--- config.mk ---
export PLATFORM = sky130hd
export DESIGN_NAME = toi2s_tdm_tx
export DESIGN_NICKNAME = d
export VERILOG_FILES = /design/src/rtl/toi2s_pkg.sv /design/src/rtl/toi2s_sync_fifo.sv /design/src/rtl/toi2s_tdm_tx.sv
export SDC_FILE = /design/constraint.sdc
export NUM_CORES = 1
export LEC_CHECK = 0
export ABC_AREA = 1
export CAP_MARGIN = 20
export CORE_MARGIN = 2
export CORE_UTILIZATION = 55
export DETAILED_ROUTE_END_ITERATION = 16
export DONT_BUFFER_PORTS = 1
export GPL_ROUTABILITY_DRIVEN = 0
export PLACE_DENSITY = 0.72
export SYNTH_ARGS = -nofsm -noshare
export SYNTH_HDL_FRONTEND = slang
export SYNTH_SLANG_ARGS = --single-unit
--- constraint.sdc ---
create_clock -name clk -period 9.2 [get_ports clk]
set_input_delay 1.84 -clock clk [delete_from_list [all_inputs] [get_ports clk]]
set_output_delay 1.84 -clock clk [all_outputs]
set_load 0.01 [all_outputs]
--- src/rtl/toi2s_pkg.sv ---
// toi2s_pkg: shared FSM state type, default parameters and level-width helper for the TDM transmitter.
package toi2s_pkg;
   typedef enum logic [1:0] {ST_IDLE, ST_RUN, ST_DRAIN} state_t;
   localparam int DEF_WIDTH      = 24;
   localparam int DEF_SLOT       = 32;
   localparam int DEF_CHANNELS   = 2;
   localparam int DEF_FIFO_DEPTH = 4;
   localparam int DEF_BCK_DIV    = 4;
   function automatic int level_w(input int depth);
      return $clog2(depth + 1);
   endfunction
endpackage

--- src/rtl/toi2s_sync_fifo.sv ---
// toi2s_sync_fifo: frame FIFO with registered level and registered ready (level < DEPTH).
module toi2s_sync_fifo
   import toi2s_pkg::*;
#(
   parameter int DW    = 48,
   parameter int DEPTH = 4
) (
   input  logic                        clk,
   input  logic                        resetb,
   input  logic                        push,
   input  logic                        pop,
   input  logic [DW-1:0]               wdata,
   output logic [DW-1:0]               rdata,
   output logic [level_w(DEPTH)-1:0]   level,
   output logic                        ready
);
   localparam int LW = level_w(DEPTH);
   localparam int AW = $clog2(DEPTH);
   logic [DW-1:0] mem [DEPTH];
   logic [AW-1:0] wr_ptr, rd_ptr;
   logic [LW-1:0] level_n;
   logic          do_push, do_pop;
   always_comb begin
      do_push = push && level != LW'(DEPTH);
      do_pop  = pop && level != '0;
      level_n = level + LW'(do_push) - LW'(do_pop);
   end
   assign rdata = mem[rd_ptr];
   always_ff @(posedge clk or negedge resetb)
      if (!resetb) begin
         wr_ptr <= '0;
         rd_ptr <= '0;
         level  <= '0;
         ready  <= 1'b0;
      end else begin
         wr_ptr <= wr_ptr + AW'(do_push);
         rd_ptr <= rd_ptr + AW'(do_pop);
         level  <= level_n;
         ready  <= level_n < LW'(DEPTH);
      end
   always_ff @(posedge clk)
      if (do_push) mem[wr_ptr] <= wdata;
endmodule

--- src/rtl/toi2s_tdm_tx.sv ---
// toi2s_tdm_tx: buffered I2S / left-justified TDM serial transmitter.
// Define TOI2S_TX_UNDERRUN_REPEAT_EN to resend the last popped frame on underrun instead of zeros.
module toi2s_tdm_tx
   import toi2s_pkg::*;
#(
   parameter int WIDTH      = DEF_WIDTH,
   parameter int SLOT       = DEF_SLOT,
   parameter int CHANNELS   = DEF_CHANNELS,
   parameter int FIFO_DEPTH = DEF_FIFO_DEPTH,
   parameter int BCK_DIV    = DEF_BCK_DIV
) (
   input  logic                              clk,
   input  logic                              resetb,
   input  logic                              enable,
   input  logic                              lj_mode,
   input  logic [WIDTH*CHANNELS-1:0]         in_data,
   input  logic                              in_valid,
   output logic                              in_ready,
   output logic                              i2s_bck,
   output logic                              i2s_ws,
   output logic                              i2s_d0,
   output logic [level_w(FIFO_DEPTH)-1:0]    fifo_level,
   output logic                              underrun,
   output logic                              busy
);
   localparam int FW = WIDTH * CHANNELS;
   localparam int IW = $clog2(FW);
   localparam int BW = $clog2(SLOT);
   localparam int CW = $clog2(CHANNELS);
   localparam int DW = $clog2(BCK_DIV + 1);
   state_t        state, state_n;
   logic [DW-1:0] div_cnt;
   logic [BW-1:0] bit_cnt, bit_n;
   logic [CW-1:0] slot_cnt, slot_n;
   logic [FW-1:0] frame_q, frame_n, head, fallback;
   logic [IW-1:0] idx;
   logic          started, lj_q, lj_bit_q, empty;
   logic          tick, fall, last, frame_edge, start, bit_v;
   toi2s_sync_fifo #(.DW(FW), .DEPTH(FIFO_DEPTH)) u_fifo (
      .clk    (clk),
      .resetb (resetb),
      .push   (in_valid && in_ready),
      .pop    (start),
      .wdata  (in_data),
      .rdata  (head),
      .level  (fifo_level),
      .ready  (in_ready)
   );
`ifdef TOI2S_TX_UNDERRUN_REPEAT_EN
   logic [FW-1:0] last_q;
   always_ff @(posedge clk or negedge resetb)
      if (!resetb) last_q <= '0;
      else if (start && !empty) last_q <= head;
   assign fallback = last_q;
`else
   assign fallback = '0;
`endif
   assign busy  = state != ST_IDLE;
   assign empty = fifo_level == '0;
   always_ff @(posedge clk or negedge resetb)
      if (!resetb) state <= ST_IDLE;
      else state <= state_n;
   // frame_edge is the bck fall that closes a frame (or opens the first one)
   always_comb begin
      tick       = div_cnt == DW'(BCK_DIV - 1);
      fall       = busy && tick && i2s_bck;
      last       = slot_cnt == CW'(CHANNELS - 1) && bit_cnt == BW'(SLOT - 1);
      frame_edge = fall && (!started || last);
      state_n    = state == ST_IDLE ? (enable ? ST_RUN : ST_IDLE)
                 : enable ? ST_RUN
                 : (state == ST_DRAIN && frame_edge) ? ST_IDLE : ST_DRAIN;
      start      = frame_edge && state_n != ST_IDLE;
      frame_n    = start ? (empty ? fallback : head) : frame_q;
      bit_n      = (start || bit_cnt == BW'(SLOT - 1)) ? '0 : bit_cnt + 1'b1;
      slot_n     = start ? '0 : bit_cnt == BW'(SLOT - 1) ? slot_cnt + 1'b1 : slot_cnt;
      idx        = IW'(int'(slot_n) * WIDTH + WIDTH - 1 - int'(bit_n));
      bit_v      = int'(bit_n) < WIDTH && frame_n[idx];
   end
   // lj_bit_q holds the left-justified bit of the current period; I2S sends it one period late
   always_ff @(posedge clk or negedge resetb)
      if (!resetb) begin
         div_cnt  <= '0;
         bit_cnt  <= '0;
         slot_cnt <= '0;
         frame_q  <= '0;
         started  <= 1'b0;
         lj_bit_q <= 1'b0;
         i2s_bck  <= 1'b0;
         i2s_ws   <= 1'b0;
         i2s_d0   <= 1'b0;
      end else if (state == ST_IDLE || state_n == ST_IDLE) begin
         div_cnt  <= '0;
         bit_cnt  <= '0;
         slot_cnt <= '0;
         started  <= 1'b0;
         lj_bit_q <= 1'b0;
         i2s_bck  <= 1'b0;
         i2s_ws   <= 1'b0;
         i2s_d0   <= 1'b0;
      end else begin
         div_cnt <= tick ? '0 : div_cnt + 1'b1;
         if (tick) i2s_bck <= ~i2s_bck;
         if (fall) begin
            bit_cnt  <= bit_n;
            slot_cnt <= slot_n;
            frame_q  <= frame_n;
            started  <= 1'b1;
            i2s_ws   <= int'(slot_n) >= CHANNELS / 2;
            i2s_d0   <= lj_q ? bit_v : lj_bit_q;
            lj_bit_q <= bit_v;
         end
      end
   always_ff @(posedge clk or negedge resetb)
      if (!resetb) begin
         lj_q     <= 1'b0;
         underrun <= 1'b0;
      end else begin
         if (state == ST_IDLE) lj_q <= lj_mode;
         underrun <= start && empty;
      end
endmodule

==> results of run 1 <==
synth_stat cells, types with 5 or more instances:
| master | instances | area share |
|---|---|---|
| nand2_1 | 270 | 0.091 |
| edfxtp_1 | 192 | 0.52 |
| nand3_1 | 113 | 0.051 |
| dfrtp_1 | 73 | 0.16 |
| inv_1 | 54 | 0.018 |
| o21ai_0 | 50 | 0.023 |
| buf_2 | 26 | 0.012 |
| o22ai_1 | 25 | 0.014 |
| a21oi_1 | 24 | 0.011 |
| nand4_1 | 24 | 0.014 |
| a32o_1 | 22 | 0.020 |
| clkbuf_1 | 21 | 0.0071 |
| nor2_1 | 14 | 0.0047 |
| ha_1 | 11 | 0.012 |
| inv_2 | 7 | 0.0024 |
| nor3_1 | 6 | 0.0027 |
| xor2_1 | 5 | 0.0039 |
worst max-delay path, stage by stage:
cell and delay (ps):
o2111ai_4 150, buf_4 600, nand3_2 590, nand3_1 300
nand3_1 100, nand3_1 110, nand3_1 80, nand3_1 80
nand3_1 70, nand2_1 120, nand2_1 60, nand2_1 50
nand2_1 40
layer usage:
layer | global-route usage | up-vias | routed length, um
met5 | 0 | - | 0
met4 | 0.0529 | 0 | 410
met3 | 0.0419 | 36 | 1150
met2 | 0.356 | 172 | 11000
met1 | 0.276 | 3479 | 9310
li1 | - | 3401 | -
cells in the final DEF, fill, tap and decap left out, drive strengths merged:
master   count
bufinv       1
clkbuf      42
nor2        15
edfxtp     192
o21ai       54
and3         1
or2          4
xor2         5
o22ai       25
fa           1
o21a         2
xnor2        1
nand3      115
buf         10
a21oi       24
o211ai       2
a32o        22
clkinv       8
nor3         8
ha          11
nor3b        1
nand2      273
nor4         1
dfrtp       73
inv         63
o2111ai      1
nand4       24
o32ai        1
power by group:
part / internal (mW) / switching (mW)
Clock: 0.622 / 0.425
Combinational: 0.289 / 0.567
Sequential: 1.54 / 0.120
through the flow:
stage,hold slack [ps],power [mW]
floorplan,406,2.31
global placement,421,2.52
detailed placement,423,2.55
CTS,431,3.59
global route,452,3.77
finish,428,3.56
cells by family after synthesis:
logic type      synth area share
compound gates            0.0750
xor+xnor                 0.00474
fa+ha+maj                 0.0142
buf+inv                   0.0476
flops                      0.684
simple gates               0.174
flip-flops by register name, summed over array words and instances (netlist names):
| signal | cells |
|---|---|
| lj_q | 1 |
| frame_q | 48 |
| bit_cnt | 5 |
| underrun | 1 |
| u_fifo.level | 3 |
| div_cnt | 3 |
| u_fifo.ready | 1 |
| i2s_bck | 1 |
| lj_bit_q | 1 |
| u_fifo.rd_ptr | 2 |
| u_fifo.wr_ptr | 2 |
| state | 2 |
| i2s_ws | 1 |
| i2s_d0 | 1 |
| started | 1 |
| u_fifo.mem | 192 |
area by class of cell:
cell class	count	share of cell area
Timing Repair Buffer	10	0.00620
Sequential cell	265	0.627
Multi-Input combinational cell	591	0.247
Inverter	64	0.0199
Clock buffer	42	0.0656
Tap cell	265	0.0274
Clock inverter	8	0.00610
final timing paths:
path	start	slack (ps)	endpoint	cells past startpoint
max reg2reg	bit_cnt[0]	5490	i2s_d0	20
max	enable	5370	i2s_d0	13
min reg2reg	div_cnt[0]	430	div_cnt[0]	1
min	div_cnt[0]	430	div_cnt[0]	1
min in group asynchronous	resetb	1000	div_cnt[2]	0
max in group asynchronous	resetb	8070	frame_q[6]	0
==> results.json, run 1 <==
{
  "status": "finished, final reports clean",
  "syn_nets": 1043,
  "synthArstFlopShare": 0.275,
  "period_needed_ps": 3830,
  "ys_dominant_reg_cell": "edfxtp_1",
  "multi_input_area_sq_mm": 0.00299,
  "regArea_sq_mm": 0.00759,
  "grtUsageTotal": 0.208,
  "final_nets": 1024,
  "antenna_found_initial": 0,
  "report.final.setup_viol": 0,
  "setup_tns_ps": 0,
  "post_cts_buffers": 0,
  "dp_worst_setup_slack_ps": 4910,
  "cts_tree": "built",
  "ys_seq_area_frac": 0.684,
  "rsz0062_at_grt": "no",
  "vias_per_cell": 5.69,
  "ctsHoldBuffers": 0,
  "clockBufferDepth": 3,
  "worstPathRequired_ps": 9620,
  "drt_wl_total_mm": 21.9,
  "cap_violations": 0,
  "post_dp_cell_area_sq_mm": 0.0112,
  "h-tree-depth": 1,
  "finalCritPeriodShare": 0.416,
  "dr.first_iter.drc_count": 587,
  "num_rows": 51,
  "hold_violations": 0,
  "peakVddDrop_mv": 0.190,
  "yosys_warnings": 0,
  "antenna_left": 0,
  "start_kind": "primary input",
  "relSlewSlack": 0.429,
  "p_leak_nw": 4.76,
  "wl_per_cell_um": 17.6,
  "post-place-cells": 1195,
  "fmax_mhz": 261,
  "path_clk_slew_ps": 60,
  "setup.worst_path.end_class": "register",
  "coreArea_sq_mm": 0.0197,
  "critPathArrivalTime_ps": 4250,
  "die_h_um": 146,
  "path_class": "in2reg",
  "hpwl_mm": 12.8,
  "io_buffers": 0,
  "overflow": 0,
  "synth-seq-cells": 265,
  "cts-root-buf": "clkbuf_16",
  "fillerInstances": 1573,
  "crit_fanout": 77,
  "ios": 62,
  "cts_resized": 0,
  "slew_violations": 0,
  "avgSynthCellArea_sq_um": 11.3,
  "cts_sinks": 265,
  "grt_pass1_vias": 6880,
  "final_util": 0.616,
  "power_density_mw_per_mm2": 294,
  "setup_slack_ps": 5370,
  "hold_path.class": "reg2reg",
  "start_util": 0.564,
  "synth_edf_count": 192,
  "n_antenna_cell": 0,
  "finalNonFillerCells": 1245,
  "synth.distinct_cells": 37,
  "synth_area_sq_mm": 0.0111,
  "cts_buffers": 27,
  "fp.dieW_um": 146,
  "layout-drive-gt1-share": 0.0714,
  "vias": 7088,
  "grt_max_degree": 78,
  "grt_pass1_wl_mm": 35.7,
  "tightest_slew_ps": 856,
  "clk_latency_ps": 530,
  "postSynthCellCount": 978,
  "area_growth_pct": 9.08,
  "drtPass1Iterations": 5,
  "fin_skew_ps": 7.58,
  "fin_area_sq_mm": 0.0121,
  "drc": 0,
  "fp.dieArea_sq_mm": 0.0213
}
No activity file was read; power rests on OpenSTA's default activity.
==> run 2, diff against run 1 <==
Settings changed: PLACE_DENSITY 0.72 to 0.75.
Clock period 9.2 ns to 3.31 ns, I/O delays scaled along.
==> run 2 against run 1 <==
Power grew to 2.8 times the previous value. First-iteration DRC count shrank 5.6%. Routed wire length shrank 1.4%. Via count shrank 0.20%. Critical path depth grew 4. Critical path type is now reg2reg. Critical endpoint is now u_fifo.level[2]. Register-to-register slack lost 5200 ps. Clock-buffer cell count shrank 4. Largest cell class unchanged. Sequential power grew to 2.7 times the previous value. Cell area grew 1.7%.
==> results.json, run 2 (synthesis gave the netlist of run 1 again) <==
{
  "status": "finished, final reports clean",
  "num_rows": 51,
  "crit_fanout": 7,
  "start_util": 0.564,
  "cts_tree": "built",
  "area_growth_pct": 10.9,
  "switching_share": 0.308,
  "vias": 7074,
  "overflow": 0,
  "relSlewSlack": 0.507,
  "regMostFlops": "u_fifo.mem",
  "multi_input_area_sq_mm": 0.00300,
  "final_common_cell": "nand2_1",
  "die_h_um": 146,
  "peakVddDrop_mv": 0.391,
  "dr.first_iter.drc_count": 554,
  "pwr-share-seq": 0.452,
  "wl_per_cell_um": 17.2,
  "fp.dieArea_sq_mm": 0.0213,
  "drtPass1Iterations": 4,
  "fp.dieW_um": 146,
  "drt_wl_total_mm": 21.5,
  "period_needed_ps": 3040,
  "fin_area_sq_mm": 0.0123,
  "r2r-start": "bit_cnt[0]",
  "hold_violations": 0,
  "p_int_mw": 6.95,
  "fmax_mhz": 329,
  "worstPathRequired_ps": 3720,
  "tightest_slew_ps": 740,
  "n_antenna_cell": 0,
  "rsz0062_at_grt": "no",
  "power_density_mw_per_mm2": 816,
  "fin_skew_ps": 8.47,
  "finalNonFillerCells": 1255,
  "cp-startpoint": "bit_cnt[0]",
  "clockBufferDepth": 3,
  "pwr-share-clk": 0.299,
  "grtUsageTotal": 0.205,
  "drc": 0,
  "antenna_found_initial": 0,
  "hpwl_mm": 12.6,
  "layout-drive-gt1-share": 0.0859,
  "coreArea_sq_mm": 0.0197,
  "grt_pass1_wl_mm": 35.0,
  "grt_pass1_vias": 6867,
  "path_clk_slew_ps": 60,
  "p_leak_nw": 4.86,
  "setup_tns_ps": 0,
  "largestRegisters": "u_fifo.mem (192), frame_q (48), bit_cnt (5)",
  "io_buffers": 0,
  "final_nets": 1035,
  "wl_met2_mm": 10.8,
  "cts_buffers": 27,
  "dp_worst_setup_slack_ps": 224,
  "antenna_left": 0,
  "post-place-cells": 1205,
  "start_kind": "register",
  "fillerInstances": 1504,
  "ios": 62,
  "power_mw": 10.0,
  "final_util": 0.626,
  "vias_per_cell": 5.64,
  "clk_latency_ps": 530,
  "largest_reg_flops": 192,
  "finalCritPeriodShare": 0.919,
  "p_switching_mw": 3.09,
  "regArea_sq_mm": 0.00759,
  "path_class": "reg2reg",
  "final_cell_mix": "nand2_1 (270), edfxtp_1 (192), nand3_1 (113)",
  "h-tree-depth": 1,
  "critPathArrivalTime_ps": 3450,
  "hold-worst-slack_ps": 24.4,
  "met1_length_mm": 8.91,
  "cts_sinks": 265,
  "cts-root-buf": "clkbuf_16",
  "post_dp_cell_area_sq_mm": 0.0114,
  "slew_violations": 0,
  "hold_path.class": "in2async",
  "setup.worst_path.end_class": "register",
  "setup_slack_ps": 267,
  "top_layer": "met4",
  "grt_max_degree": 74,
  "cap_violations": 0,
  "power_frac_comb": 0.248,
  "report.final.setup_viol": 0,
  "dr_wl_met3_mm": 1.39
}
==> run 2: cell count changes in the layout (fill, tap and decap cells not counted), sizes merged <==
| cell | delta |
|---|---|
| clkbuf | -4 |
| buf | +11 |
| bufinv | +1 |
| inv | -2 |
| clkinv | +4 |
==> run 2: repair_timing <==
| item | in CTS | in global routing |
|---|---|---|
| setup buffers | 0 | 0 |
| hold buffers | 1 | 0 |
| hold endpoints to repair | 73 | 0 |
| setup endpoints to repair | 0 | 3 |
| gates resized for setup | 0 | 2 |
==> run 2: metal layers <==
layer	up-vias	global-route usage
li1	3422	-
met1	3420	0.264
met2	195	0.349
met3	37	0.0406
met4	0	0.0762
met5	-	0
==> run 2: final timing paths <==
| path | cells past startpoint | end | slack [ps] |
|---|---|---|---|
| worst max-delay path | 17 | u_fifo.level[2] | 270 |
| worst min-delay path | 1 | div_cnt[2] | 20 |
| worst max register to register | 17 | u_fifo.level[2] | 270 |
| worst min register to register | 1 | div_cnt[0] | 430 |
| max in group asynchronous | 1 | u_fifo.rd_ptr[0] | 2980 |
| min in group clk | 0 | state[0] | 160 |
==> run 2: area by class of cell <==
type | count | share of cell area
clock inverters | 11 | 0.00925
clock buffers | 38 | 0.0640
repair buffers | 21 | 0.0198
well taps | 265 | 0.0269
multi-input cells | 591 | 0.243
flip-flops and latches | 265 | 0.617
inverters | 64 | 0.0195
==> run 2: power by group through the flow <==
stage / combinational, mW / sequential [mW] / clock (mW)
final: 2.49 / 4.54 / 3.00
after floorplan: 1.85 / 4.57 / 0
after global placement: 2.42 / 4.59 / 0
after detailed placement: 2.48 / 4.61 / 0
after global routing: 2.82 / 4.61 / 3.17
after CTS: 2.52 / 4.54 / 3.04
==> run 2: worst max-delay path, cell delays in order (launching register included) <==
cell and delay [ps]:
dfrtp_1 380, ha_1 180, nand2_1 70, nor2_1 100
ha_1 180, ha_1 140, inv_1 40, nand2_1 110
o2111ai_4 200, nor2_2 220, ha_1 260, inv_1 60
ha_1 140, inv_1 60, fa_1 370, xor2_1 160
xor2_1 190, inv_1 50
==> run 3, diff against run 2 <==
Settings changed: CORE_UTILIZATION 55 to 40, CTS_CLUSTER_SIZE from default to 20, PLACE_DENSITY 0.75 to 0.58.
==> run 3 against run 2 <==
Global-route usage shrank 3.9 points. Sequential cell count is the same. Clock-buffer cell count grew 2. Register-to-register slack gained 30 ps. Hold slack lost 13 ps. Non-clock buffer count grew 10. First-iteration DRC count grew 6.7%. Cell area grew 2.7%. Largest power group unchanged. Highest routed layer unchanged.
==> results.json, run 3 (synthesis gave the netlist of run 1 again) <==
{
  "peakVddDrop_mv": 0.346,
  "status": "finished, final reports clean",
  "rsz0062_at_grt": "no",
  "fp.dieW_um": 171,
  "grt_pass1_vias": 6836,
  "crit_fanout": 5,
  "report.final.setup_viol": 0,
  "slew_violations": 0,
  "h-tree-depth": 1,
  "setup.worst_path.end_class": "register",
  "io_buffers": 0,
  "cpMaxStageDelayCell": "dfrtp_1",
  "drt_wl_total_mm": 23.7,
  "pwr-share-clk": 0.323,
  "final_nets": 1048,
  "post_dp_cell_area_sq_mm": 0.0115,
  "hpwl_mm": 13.8,
  "cts_sinks": 265,
  "tightest_slew_ps": 742,
  "reg2reg_slack_ps": 300,
  "setup_tns_ps": 0,
  "finalCritPeriodShare": 0.910,
  "n_antenna_cell": 0,
  "fp.dieArea_sq_mm": 0.0291,
  "coreArea_sq_mm": 0.0271,
  "hold_path.class": "in2async",
  "num_rows": 60,
  "r2r-start": "bit_cnt[0]",
  "relSlewSlack": 0.505,
  "hold_violations": 0,
  "critPathArrivalTime_ps": 3490,
  "power_frac_comb": 0.243,
  "post-place-cells": 1318,
  "antenna_left": 0,
  "regMostFlops": "u_fifo.mem",
  "vias_per_cell": 5.15,
  "pwr-share-seq": 0.434,
  "drc": 0,
  "cpPeakStageDelay_ps": 390,
  "ios": 62,
  "fin_skew_ps": 10.2,
  "r2r_end": "i2s_d0",
  "antenna_found_initial": 0,
  "path_buf_inv": 5,
  "finalNonFillerCells": 1378,
  "clockBufferDepth": 3,
  "vias": 7091,
  "layout-drive-gt1-share": 0.0984,
  "cts-root-buf": "clkbuf_16",
  "cts_tree": "built",
  "largestRegisters": "u_fifo.mem (192), frame_q (48), bit_cnt (5)",
  "path_class": "reg2reg",
  "switching_share": 0.306,
  "p_leak_nw": 4.95,
  "start_util": 0.409,
  "reg2reg_depth": 22,
  "drtPass1Iterations": 7,
  "largest_reg_flops": 192,
  "p_int_mw": 7.27,
  "final_cell_mix": "nand2_1 (269), edfxtp_1 (192), nand3_1 (113)",
  "clk_latency_ps": 540,
  "wl_per_cell_um": 17.2,
  "crit_chain": "ha_1 > nand2_1 > nor2_1 > ha_1 > ha_1 > inv_1 > nand2_2 > o2111ai_4 > nand2_2 > buf_4 > buf_4 > nor2_1 > ha_1 > inv_1 > ha_1 > inv_1 > nand3_1 > a21oi_1 > nand2_1 > nand2_1 > nand2_1 > nand2_1",
  "overflow": 0,
  "start_kind": "register",
  "fin_area_sq_mm": 0.0126,
  "final_common_cell": "nand2_1",
  "period_needed_ps": 3010,
  "area_growth_pct": 14.0,
  "fmax_mhz": 332,
  "power_density_mw_per_mm2": 829,
  "grtUsageTotal": 0.166,
  "grt_pass1_wl_mm": 37.9,
  "p_switching_mw": 3.21,
  "cp_top_family": "adder cells",
  "cts_buffers": 29,
  "cap_violations": 0,
  "dr.first_iter.drc_count": 591,
  "die_h_um": 171,
  "grt_max_degree": 74,
  "path_clk_slew_ps": 60,
  "worstPathRequired_ps": 3790
}
-- run 3: changes by cell type in the layout (fill, tap and decap cells not counted), sizes merged --
| cell | change |
|---|---|
| clkbuf | +2 |
| buf | +10 |
| o2111ai | +1 |
| clkinvlp | +1 |
| clkinv | -4 |
| inv | +2 |
| bufinv | +4 |
-- run 3: repair_timing --
item	in CTS	in global routing
endpoints found under the hold margin	73	0
setup buffers	0	4
resized for setup	0	6
hold buffers	1	0
endpoints found under the setup margin	0	4
-- run 3: worst max-delay path by stage --
stage	end	slack [ps]	start	cells after the start
floorplan	u_fifo.mem[0][0]	-1410	in_valid	3
global placement	u_fifo.level[2]	280	bit_cnt[0]	17
detailed placement	u_fifo.level[2]	190	bit_cnt[0]	17
CTS	u_fifo.level[2]	180	bit_cnt[1]	17
global route	i2s_d0	30	bit_cnt[1]	22
finish	i2s_d0	300	bit_cnt[0]	22
-- run 3: worst reg2reg max path, delay by kind of cell, from the launching register on --
kind | cells | cell delay, ps
compound gates | 2 | 270
fa+ha+maj | 5 | 1020
buf+inv | 5 | 450
flops | 1 | 390
simple gates | 10 | 810
-- run 3: metrics by stage --
| stage | utilization | total power [mW] | setup slack (ps) | hold WS [ps] |
|---|---|---|---|---|
| after floorplan | - | 6.42 | -1410 | 366 |
| after global placement | 0.426 | 7.14 | 276 | 368 |
| after detailed placement | 0.426 | 7.16 | 189 | 368 |
| after CTS | 0.464 | 10.6 | 179 | 9.92 |
| after global routing | 0.467 | 11.1 | 34.6 | 28.2 |
| final | 0.467 | 10.5 | 297 | 11.8 |
-- run 3: power by group through the flow --
| stage | Clock (mW) | Combinational, mW | Sequential [mW] |
|---|---|---|---|
| finish | 3.39 | 2.55 | 4.54 |
| global route | 3.60 | 2.89 | 4.61 |
| CTS | 3.46 | 2.58 | 4.55 |
| detailed placement | 0 | 2.55 | 4.61 |
| global placement | 0 | 2.54 | 4.60 |
| floorplan | 0 | 1.85 | 4.57 |
-- run 3: layer usage --
| layer | GRT usage | vias to the layer above | wire [um] |
|---|---|---|---|
| met5 | 0 | - | 0 |
| met4 | 0.0528 | 0 | 654 |
| met3 | 0.0370 | 38 | 1230 |
| met2 | 0.268 | 121 | 11100 |
| met1 | 0.225 | 3467 | 10700 |
| li1 | - | 3465 | - |
-- run 3: cell type report --
type / instances / area [sq um]
Fill cell: 2479 / 14500
Multi-Input combinational cell: 592 / 3030
Inverter: 64 / 243
Sequential cell: 265 / 7590
Clock buffer: 40 / 787
Tap cell: 372 / 465
Clock inverter: 14 / 228
Timing Repair Buffer: 31 / 303
